===== config.mk =====
export PLATFORM = sky130hd
export DESIGN_NAME = display_load_scheduler
export DESIGN_NICKNAME = d
export VERILOG_FILES = /design/src/rtl/display_load_scheduler_pkg.sv /design/src/rtl/display_load_scheduler_rr_arbiter.sv /design/src/rtl/display_load_scheduler.sv
export SDC_FILE = /design/constraint.sdc
export NUM_CORES = 1
export LEC_CHECK = 0
export CORE_UTILIZATION = 49
export CTS_CLUSTER_SIZE = 20
export DETAILED_ROUTE_END_ITERATION = 6
export PLACE_DENSITY = 0.84
export SKIP_CTS_REPAIR_TIMING = 1
export SYNTH_ARGS = -nofsm -noshare
export SYNTH_HDL_FRONTEND = slang
export SYNTH_SLANG_ARGS = --single-unit
export TNS_END_PERCENT = 30

===== constraint.sdc =====
create_clock -name clk -period 8.34 [get_ports clk]
set_clock_uncertainty 0.1 [all_clocks]
set_input_delay 1.668 -clock clk [delete_from_list [all_inputs] [get_ports clk]]
set_output_delay 1.668 -clock clk [all_outputs]
set_load 0.01 [all_outputs]

===== src/rtl/display_load_scheduler_pkg.sv =====
// Shared types and helpers for the display load scheduler.
//   DISP_DATA_W : default width of a display word
//   state_e     : scheduler FSM states
//   idx_w()     : index width for n items ($clog2 with a floor of 1);
//                 used for the source index and the dwell counter
package display_load_scheduler_pkg;

    localparam int DISP_DATA_W = 32;

    typedef enum logic [1:0] {
        ST_IDLE  = 2'd0,
        ST_LOAD  = 2'd1,
        ST_DWELL = 2'd2
    } state_e;

    function automatic int idx_w(input int n);
        return (n > 1) ? $clog2(n) : 1;
    endfunction

endpackage


===== src/rtl/display_load_scheduler_rr_arbiter.sv =====
// Combinational round-robin arbiter.
// Searches the request vector starting one above the last granted index,
// wrapping at NUM_SRC, and returns the first requester found.
//   req       : request vector
//   ptr       : index of the most recent grant
//   grant     : one-hot grant (zero when nothing requests)
//   grant_idx : binary index of the granted source
//   any_req   : at least one request is pending
module display_load_scheduler_rr_arbiter #(
    parameter int NUM_SRC = 4,
    parameter int SRC_W   = 2
) (
    input  logic [NUM_SRC-1:0] req,
    input  logic [SRC_W-1:0]   ptr,
    output logic [NUM_SRC-1:0] grant,
    output logic [SRC_W-1:0]   grant_idx,
    output logic               any_req
);

    logic             found_s;
    logic [SRC_W-1:0] cand_s;

    // Rotating priority search; the first hit after ptr wins.
    always_comb begin
        grant     = '0;
        grant_idx = '0;
        found_s   = 1'b0;
        cand_s    = '0;
        for (int k = 1; k <= NUM_SRC; k++) begin
            cand_s = SRC_W'((int'(ptr) + k) % NUM_SRC);
            if (!found_s && req[cand_s]) begin
                grant[cand_s] = 1'b1;
                grant_idx     = cand_s;
                found_s       = 1'b1;
            end else begin
                found_s = found_s;
            end
        end
        any_req = |req;
    end

endmodule


===== src/rtl/display_load_scheduler.sv =====
// Shares one seven-segment display driver between NUM_SRC requesters.
// A round-robin winner's word is captured, presented with a one-cycle
// load pulse and ack, and then held for DWELL_CYCLES before the next grant.
//   clk, rst     : clock and synchronous active-high reset
//   src_valid    : per-source request, held until acked
//   src_data     : flattened words, source i at [i*DATA_W +: DATA_W]
//   src_ack      : one-hot one-cycle acknowledge to the granted source
//   disp_load    : one-cycle load pulse to the display driver
//   disp_number  : word presented to the display driver
//   cur_src      : index of the last granted source
//   busy         : high while loading or dwelling
module display_load_scheduler
    import display_load_scheduler_pkg::*;
#(
    parameter int  NUM_SRC      = 4,
    parameter int  DWELL_CYCLES = 50_000_000,
    parameter int  DATA_W       = DISP_DATA_W,
    localparam int SRC_W        = idx_w(NUM_SRC)
) (
    input  logic                      clk,
    input  logic                      rst,
    input  logic [NUM_SRC-1:0]        src_valid,
    input  logic [NUM_SRC*DATA_W-1:0] src_data,
    output logic [NUM_SRC-1:0]        src_ack,
    output logic                      disp_load,
    output logic [DATA_W-1:0]         disp_number,
    output logic [SRC_W-1:0]          cur_src,
    output logic                      busy
);

    localparam int CNT_W = idx_w(DWELL_CYCLES);

    state_e              state_r;
    logic [SRC_W-1:0]    ptr_r;
    logic [CNT_W-1:0]    cnt_r;
    logic [NUM_SRC-1:0]  ack_r;
    logic                load_r;
    logic [DATA_W-1:0]   number_r;
    logic [SRC_W-1:0]    cur_src_r;
    logic                busy_r;

    logic [NUM_SRC-1:0]  grant_s;
    logic [SRC_W-1:0]    grant_idx_s;
    logic                any_req_s;
    logic [DATA_W-1:0]   sel_word_s;

    display_load_scheduler_rr_arbiter #(
        .NUM_SRC (NUM_SRC),
        .SRC_W   (SRC_W)
    ) u_arb (
        .req       (src_valid),
        .ptr       (ptr_r),
        .grant     (grant_s),
        .grant_idx (grant_idx_s),
        .any_req   (any_req_s)
    );

    // Word of the arbitration winner, selected by the one-hot grant.
    always_comb begin
        sel_word_s = '0;
        for (int i = 0; i < NUM_SRC; i++) begin
            if (grant_s[i]) begin
                sel_word_s = src_data[i*DATA_W +: DATA_W];
            end else begin
                sel_word_s = sel_word_s;
            end
        end
    end

    // Scheduler FSM with dwell counter, round-robin pointer and output registers.
    always_ff @(posedge clk) begin
        if (rst) begin
            state_r   <= ST_IDLE;
            // Pointing at the last source makes source 0 the first to win.
            ptr_r     <= SRC_W'(NUM_SRC - 1);
            cnt_r     <= '0;
            ack_r     <= '0;
            load_r    <= 1'b0;
            number_r  <= '0;
            cur_src_r <= '0;
            busy_r    <= 1'b0;
        end else begin
            case (state_r)
                ST_IDLE: begin
                    if (any_req_s) begin
                        state_r   <= ST_LOAD;
                        number_r  <= sel_word_s;
                        cur_src_r <= grant_idx_s;
                        ptr_r     <= grant_idx_s;
                        ack_r     <= grant_s;
                        load_r    <= 1'b1;
                        busy_r    <= 1'b1;
                    end else begin
                        ack_r  <= '0;
                        load_r <= 1'b0;
                        busy_r <= 1'b0;
                    end
                end
                ST_LOAD: begin
                    state_r <= ST_DWELL;
                    cnt_r   <= CNT_W'(DWELL_CYCLES - 1);
                    ack_r   <= '0;
                    load_r  <= 1'b0;
                    busy_r  <= 1'b1;
                end
                ST_DWELL: begin
                    // Requests are not looked at until the dwell has expired.
                    if (cnt_r == '0) begin
                        state_r <= ST_IDLE;
                        busy_r  <= 1'b0;
                    end else begin
                        cnt_r  <= cnt_r - CNT_W'(1);
                        busy_r <= 1'b1;
                    end
                end
                default: begin
                    state_r <= ST_IDLE;
                    ack_r   <= '0;
                    load_r  <= 1'b0;
                    busy_r  <= 1'b0;
                end
            endcase
        end
    end

    assign src_ack     = ack_r;
    assign disp_load   = load_r;
    assign disp_number = number_r;
    assign cur_src     = cur_src_r;
    assign busy        = busy_r;

endmodule


# After elaboration in Yosys (flattened, before gate mapping)
# Cells that the tools add are included.
[word_totals]
wordCells = 88
mem_bits_ro = 0
n_memories = 0
ram_bits = 0
ff_bits = 70
latchBits = 0
[op_classes]
magnitude_cmp = 8
bitwise_logic = 3
eq_ne = 5
shifts = 0
div = 0
reduce_logical = 17
n_addsub = 5
multipliers = 0
n_mux = 42
[op_table]
columns = ["operator", "count"]
rows = [
  ["32-bit 2-to-1 mux", 4],
  ["26-bit one-hot mux with 2 select lines", 1],
  ["26-bit logical NOT", 1],
  ["26-bit 2-to-1 mux", 1],
  ["26-bit by 1-bit subtractor with 26-bit output, second input constant", 1],
  ["4-bit 2-to-1 mux", 5],
  ["1-bit 2-to-1 mux", 13],
  ["2-bit by 3-bit < comparator with 1-bit output, second input constant", 4],
  ["2-bit 2-to-1 mux", 6],
  ["4-bit bitwise OR", 3],
  ["1-bit binary-select mux with 2-bit select", 4],
  ["1-bit demux with 2-bit select", 4],
  ["2-bit by 1-bit >= comparator with 1-bit output, second input constant", 4],
  ["4-bit one-hot mux with 2 select lines", 1],
  ["1-bit logical AND", 7],
  ["2-bit != test, second input constant", 3],
  ["2-bit one-hot mux with 3 select lines", 1],
  ["2-bit AND reduction", 3],
  ["2-bit by 1-bit adder with 2-bit output, second input constant", 2],
  ["2-bit adder, second input constant", 2],
  ["4-bit OR reduction", 1],
  ["1-bit logical NOT", 3],
  ["1-bit one-hot mux with 3 select lines", 1],
  ["2-bit by 1-bit == test with 1-bit output, second input constant", 1],
  ["other kinds (4)", 4],
]

# Longest topological paths before layout
[depth]
ltp_word = 17
depth_mapped = 13

# Cells and area by module
# A second synthesis with hierarchy kept.
[hier_totals]
hier_cells = 567
area_unflattened_um2 = 4485.6
[by_module_without_submodules]
columns = ["module", "cells_each", "area_each_um2", "n_inst"]
rows = [
  ["display_load_scheduler", 497, 3945.0, 1],
  ["display_load_scheduler_rr_arbiter", 70, 540.5, 1],
]

# Worst setup path after synthesis
# No wires, ideal clock.
[synth_timing]
path_kind = "input -> register"
from = "input src_valid[1]"
to = "register number_r[21] (netlist: disp_number[21])"
required_ns = 8.161
t_arrival_ns = 3.746
path_slack_ns = 4.415
cell_stages = 10
path_cell_list = "buf_2 -> mux4_2 -> nand2_1 -> a21oi_1 -> a221o_1 -> buf_2 -> or4b_4 -> buf_6 -> buf_6 -> o221ai_2"
[synth_via]
elab_chain_cells = 16
elab_cells_between_ends = 30
classes_between = "mux: 19; bitwise: 3; reduce/logical: 8"
[synth_rtl]
columns = ["element", "line", "text"]
rows = [
  ["start: declaration", "display_load_scheduler.sv:22", "input logic [NUM_SRC-1:0] src_valid,"],
  ["1-bit binary-select mux with 2-bit select", "display_load_scheduler_rr_arbiter.sv:31", "if (!found_s && req[cand_s]) begin"],
  ["1-bit 2-to-1 mux (implied by the code)", "display_load_scheduler_rr_arbiter.sv:31", ""],
  ["1-bit 2-to-1 mux", "display_load_scheduler_rr_arbiter.sv:31", ""],
  ["1-bit logical NOT", "display_load_scheduler_rr_arbiter.sv:31", ""],
  ["1-bit logical AND", "display_load_scheduler_rr_arbiter.sv:31", ""],
  ["1-bit 2-to-1 mux", "display_load_scheduler_rr_arbiter.sv:31", ""],
  ["1-bit logical NOT", "display_load_scheduler_rr_arbiter.sv:31", ""],
  ["1-bit logical AND", "display_load_scheduler_rr_arbiter.sv:31", ""],
  ["1-bit 2-to-1 mux", "display_load_scheduler_rr_arbiter.sv:31", ""],
  ["1-bit logical NOT", "display_load_scheduler_rr_arbiter.sv:31", ""],
  ["1-bit logical AND", "display_load_scheduler_rr_arbiter.sv:31", ""],
  ["4-bit 2-to-1 mux", "display_load_scheduler_rr_arbiter.sv:31", ""],
  ["32-bit 2-to-1 mux (4 in a row)", "display_load_scheduler.sv:62", "if (grant_s[i]) begin"],
  ["end signal: assignment", "display_load_scheduler.sv:87", "number_r <= sel_word_s;"],
  ["end: declaration", "display_load_scheduler.sv:38", "logic [DATA_W-1:0] number_r;"],
]
# Several ways; a longest one is shown, not always the timed one. The select of a mux whose other input is x is not followed.
# A chain may end at the register's enable or synchronous reset.

# Final worst setup path
[layout_timing]
from = "input src_valid[2]"
to = "register number_r[25] (netlist: disp_number[25])"
# The elaborated chain is that of the path after synthesis.

==> run_summary.xml <==
<?xml version="1.0" encoding="UTF-8"?>
<metrics>
  <group name="run_status">
    <metric name="run_status" unit="">finished, final reports clean</metric>
  </group>
  <group name="detailed_routing">
    <metric name="route.detailed.drc" unit="">0</metric>
    <metric name="initial_drc_count" unit="">336</metric>
    <metric name="post_drt_via_cell_ratio" unit="">6.37</metric>
    <metric name="antenna_left" unit="">0</metric>
    <metric name="detailedRoute.firstPassIterationCount" unit="">4</metric>
    <metric name="routed_wl" unit="um">15700</metric>
    <metric name="via_count" unit="">4972</metric>
    <metric name="wl_per_cell" unit="um">20.1</metric>
  </group>
  <group name="floorplan">
    <metric name="placement_rows" unit="">35</metric>
    <metric name="die-area" unit="um^2">9890</metric>
    <metric name="die_height" unit="um">99.4</metric>
    <metric name="pin_count" unit="">174</metric>
    <metric name="die_width" unit="um">99.4</metric>
    <metric name="core" unit="um^2">9200</metric>
    <metric name="floorplan.initialDensity" unit="%">50.6</metric>
  </group>
  <group name="critical_path">
    <metric name="critical_path_peak_fanout" unit="">33</metric>
    <metric name="setup.worst_path.end_class" unit="">flip-flop</metric>
    <metric name="criticalPathCategory" unit="">primary input to flip-flop</metric>
    <metric name="critPathArrivalTime" unit="ps">4910</metric>
    <metric name="setup.worst_path.start_class" unit="">primary input</metric>
    <metric name="req_time_crit_path" unit="ps">8500</metric>
  </group>
  <group name="yosys">
    <metric name="synth_area_leaders" unit="">sky130_fd_sc_hd__dfxtp_1 (30%), sky130_fd_sc_hd__o221ai_2 (9.7%), sky130_fd_sc_hd__a32oi_1 (6.0%)</metric>
    <metric name="synth-async-reset-ratio" unit="%">0</metric>
    <metric name="ys_types" unit="">56</metric>
    <metric name="synth-seq-cells" unit="">70</metric>
    <metric name="synth_adder_area_share" unit="%">2.69</metric>
    <metric name="synthXorXnorAreaFrac" unit="%">3.01</metric>
    <metric name="synth-edff-count" unit="">0</metric>
    <metric name="synth_top_family_by_area" unit="">compound AO/OA/AOI/OAI gates</metric>
    <metric name="netlist.top_cell.by_area" unit="">sky130_fd_sc_hd__dfxtp_1</metric>
    <metric name="syn_nets" unit="">671</metric>
    <metric name="synthFlopType" unit="">sky130_fd_sc_hd__dfxtp_1</metric>
    <metric name="synth_seq_area_share" unit="%">30.1</metric>
    <metric name="yosys-mux-area-fraction" unit="%">3.25</metric>
    <metric name="post_synth_instance_area" unit="um^2">4650</metric>
    <metric name="ys.warnings.count" unit="">0</metric>
    <metric name="synth-compound-area-share" unit="%">32.4</metric>
    <metric name="synth_top_area_share" unit="%">30.1</metric>
    <metric name="mean_area_per_synthesized_cell" unit="um^2">8.83</metric>
    <metric name="synth-simple-area-share" unit="%">19.8</metric>
    <metric name="synthesis.instances" unit="">527</metric>
  </group>
  <group name="cells_and_area">
    <metric name="area_growth" unit="%">40.9</metric>
    <metric name="drive_above_1_share" unit="%">9.85</metric>
    <metric name="insertedDiodeCount" unit="">0</metric>
    <metric name="layout.filler_cells" unit="">726</metric>
    <metric name="final_nets" unit="">809</metric>
  </group>
  <group name="place">
    <metric name="dp_hpwl" unit="um">11100</metric>
    <metric name="placement.io_buffers" unit="">173</metric>
    <metric name="post-place-ws" unit="ps">3270</metric>
    <metric name="gpl.final_weighted_congestion" unit="">0.960</metric>
  </group>
  <group name="timing">
    <metric name="grt_setup_unrepaired" unit="">no</metric>
    <metric name="timing.final.setup_violations" unit="">0</metric>
    <metric name="achievable-frequency" unit="MHz">211</metric>
    <metric name="drv_slew" unit="">0</metric>
    <metric name="worst_pin_slew" unit="ps">1190</metric>
    <metric name="timing.max_slew.rel_slack" unit="%">20.5</metric>
    <metric name="number_of_hold_violations_in_the_final_report" unit="">0</metric>
    <metric name="min_period_over_period" unit="%">56.9</metric>
    <metric name="post-route-worst-setup-slack" unit="ps">3590</metric>
    <metric name="fin_tns_setup" unit="ps">0</metric>
    <metric name="finalWorstPathRequiredPeriod" unit="ps">4750</metric>
  </group>
  <group name="grt">
    <metric name="number_of_antenna_violations_at_the_first_check_in_global_routing" unit="">0</metric>
    <metric name="grt_first_pass_wirelength" unit="um">24600</metric>
    <metric name="grt.overflow.total" unit="">0</metric>
    <metric name="grt.total_usage" unit="%">31.3</metric>
    <metric name="maximum_number_of_pins_on_one_net_before_global_route_repair" unit="">39</metric>
    <metric name="first_global_vias" unit="">5001</metric>
  </group>
  <group name="power">
    <metric name="leakagePower" unit="uW">0.00251</metric>
    <metric name="sw_pwr" unit="uW">653</metric>
    <metric name="p_int" unit="uW">944</metric>
    <metric name="pwr-share-seq" unit="%">31.0</metric>
    <metric name="max-vdd-ir-drop" unit="mV">0.151</metric>
    <metric name="switching_part_of_the_total_power" unit="%">40.9</metric>
    <metric name="power.density" unit="nW/um^2">244</metric>
    <metric name="clock_power_share" unit="%">17.9</metric>
    <metric name="comb_power_share" unit="%">51.1</metric>
  </group>
  <group name="clocking">
    <metric name="htree_num_levels" unit="">3</metric>
    <metric name="number_of_cts_inserted_buffers" unit="">9</metric>
    <metric name="longest_clk_path_bufs" unit="">2</metric>
    <metric name="ctsRootBufferMaster" unit="">sky130_fd_sc_hd__clkbuf_8</metric>
    <metric name="numClockSinks" unit="">70</metric>
    <metric name="clock_latency" unit="ps">350</metric>
    <metric name="cts_tree" unit="">done</metric>
    <metric name="clk_transition_reported_paths" unit="ps">80</metric>
  </group>
  <group name="run">
    <metric name="cap_viol_max_count" unit="">0</metric>
  </group>
  <group name="worst_hold_path">
    <metric name="worst_hold_path_type" unit="">flip-flop to flip-flop</metric>
  </group>
</metrics>
## cells by family after synthesis
| kind of cell | after synthesis |
|---|---|
| mux | 11 |
| buf+inv | 95 |
| compound gates | 168 |
| fa+ha+maj | 10 |
| xor+xnor | 16 |
| simple gates | 157 |
| flops | 70 |
## layout make-up
| cell class | count | area, um^2 | share of cell area, % |
|---|---|---|---|
| Multi-Input combinational cell | 362 | 2870 | 43.8 |
| Timing Repair Buffer | 181 | 1790 | 27.3 |
| Sequential cell | 70 | 1400 | 21.4 |
| Inverter | 41 | 154 | 2.35 |
| Clock buffer | 12 | 145 | 2.21 |
| Tap cell | 111 | 139 | 2.12 |
| Clock inverter | 4 | 55.1 | 0.840 |
## through the flow
| stage | cells | cell area (um^2) | power (uW) | util (%) | hold slack [ps] |
|---|---|---|---|---|---|
| floorplan | 527 | 4650 | 987 | - | 362 |
| global placement | 765 | 6360 | 1280 | 69.1 | 344 |
| detailed placement | 765 | 6360 | 1300 | 69.1 | 356 |
| CTS | 781 | 6560 | 1590 | 71.3 | 368 |
| global route | 781 | 6560 | 1680 | 71.3 | 397 |
| finish | 781 | 6560 | 1600 | 71.3 | 366 |
## layout by cell type (no fill, tap or decap), drive strengths merged, types with 2 or more instances in the layout
cell           count
nor2              22
a211o              3
o22ai              2
xnor2              2
nand2b             5
o211ai             6
a22oi              4
a21boi             3
a31oi              2
a32oi             32
nand2             17
mux4               3
a211oi             5
nor2b             36
or4                5
nand3b             7
o221ai            32
dfxtp             70
buf                8
nor4               4
mux2               3
and3              33
clkbuf            12
o21a               2
nand3              7
nand4b             4
mux2i              5
a311oi             3
clkdlybuf4s50    173
a21oi             26
ha                10
o21ai              6
inv               42
nor3               9
a221o              3
xor2              14
a41oi             32
## registers in the layout (all words and copies together), names as in the netlist
name,flops
busy,1
cnt_r,26
cur_src,2
disp_load,1
disp_number,32
ptr_r,2
src_ack,4
state_r,2
## routing by layer
layer | routed length [um] | GRT usage, % | vias up | share of wire [%]
met5 | 0 | 0 | - | 0
met4 | 558 | 11.9 | 0 | 3.6
met3 | 1130 | 8.43 | 45 | 7.2
met2 | 7770 | 54.4 | 229 | 50
met1 | 6230 | 36.8 | 2407 | 40
li1 | - | - | 2291 | -
## Yosys cell counts, drive strengths merged (3+ instances only)
library cell  number
nand2             17
nand3b             7
nand4b             4
a311oi             3
dfxtp             70
xor2              14
a21boi             3
a41oi             32
nand2b             5
mux4               3
a211oi             5
clkbuf            43
mux2i              5
nor2              22
a32oi             32
o211ai             6
o21ai              6
mux2               3
ha                10
nor3               9
nand3              7
a221o              3
a22oi              4
and3              33
a21oi             26
buf               11
inv               41
nor2b             36
or4                5
a211o              3
o221ai            32
nor4               4
## worst paths after layout
path / slack, ps / from / depth (start not counted) / end
hold reg to reg: 370 / disp_load / 2 / disp_load
hold / removal: 370 / disp_load / 2 / disp_load
setup / recovery: 3590 / src_valid[2] / 8 / disp_number[25]
setup reg to reg: 4200 / ptr_r[0] / 8 / disp_number[1]
## worst max-delay path: stages
cell	delay, ps
sky130_fd_sc_hd__clkdlybuf4s50_1	610
sky130_fd_sc_hd__or3b_1	380
sky130_fd_sc_hd__a2111o_1	460
sky130_fd_sc_hd__a21boi_2	130
sky130_fd_sc_hd__buf_4	370
sky130_fd_sc_hd__a21o_1	870
sky130_fd_sc_hd__a32oi_1	160
sky130_fd_sc_hd__o221ai_2	230
## power groups by stage
stage	Clock [uW]	Sequential [uW]	Combinational, uW
after global placement	0	496	783
after global routing	304	504	876
after CTS	287	493	807
after detailed placement	0	497	804
final	286	495	815
after floorplan	0	508	479
Power figures use the tool's default switching activity.
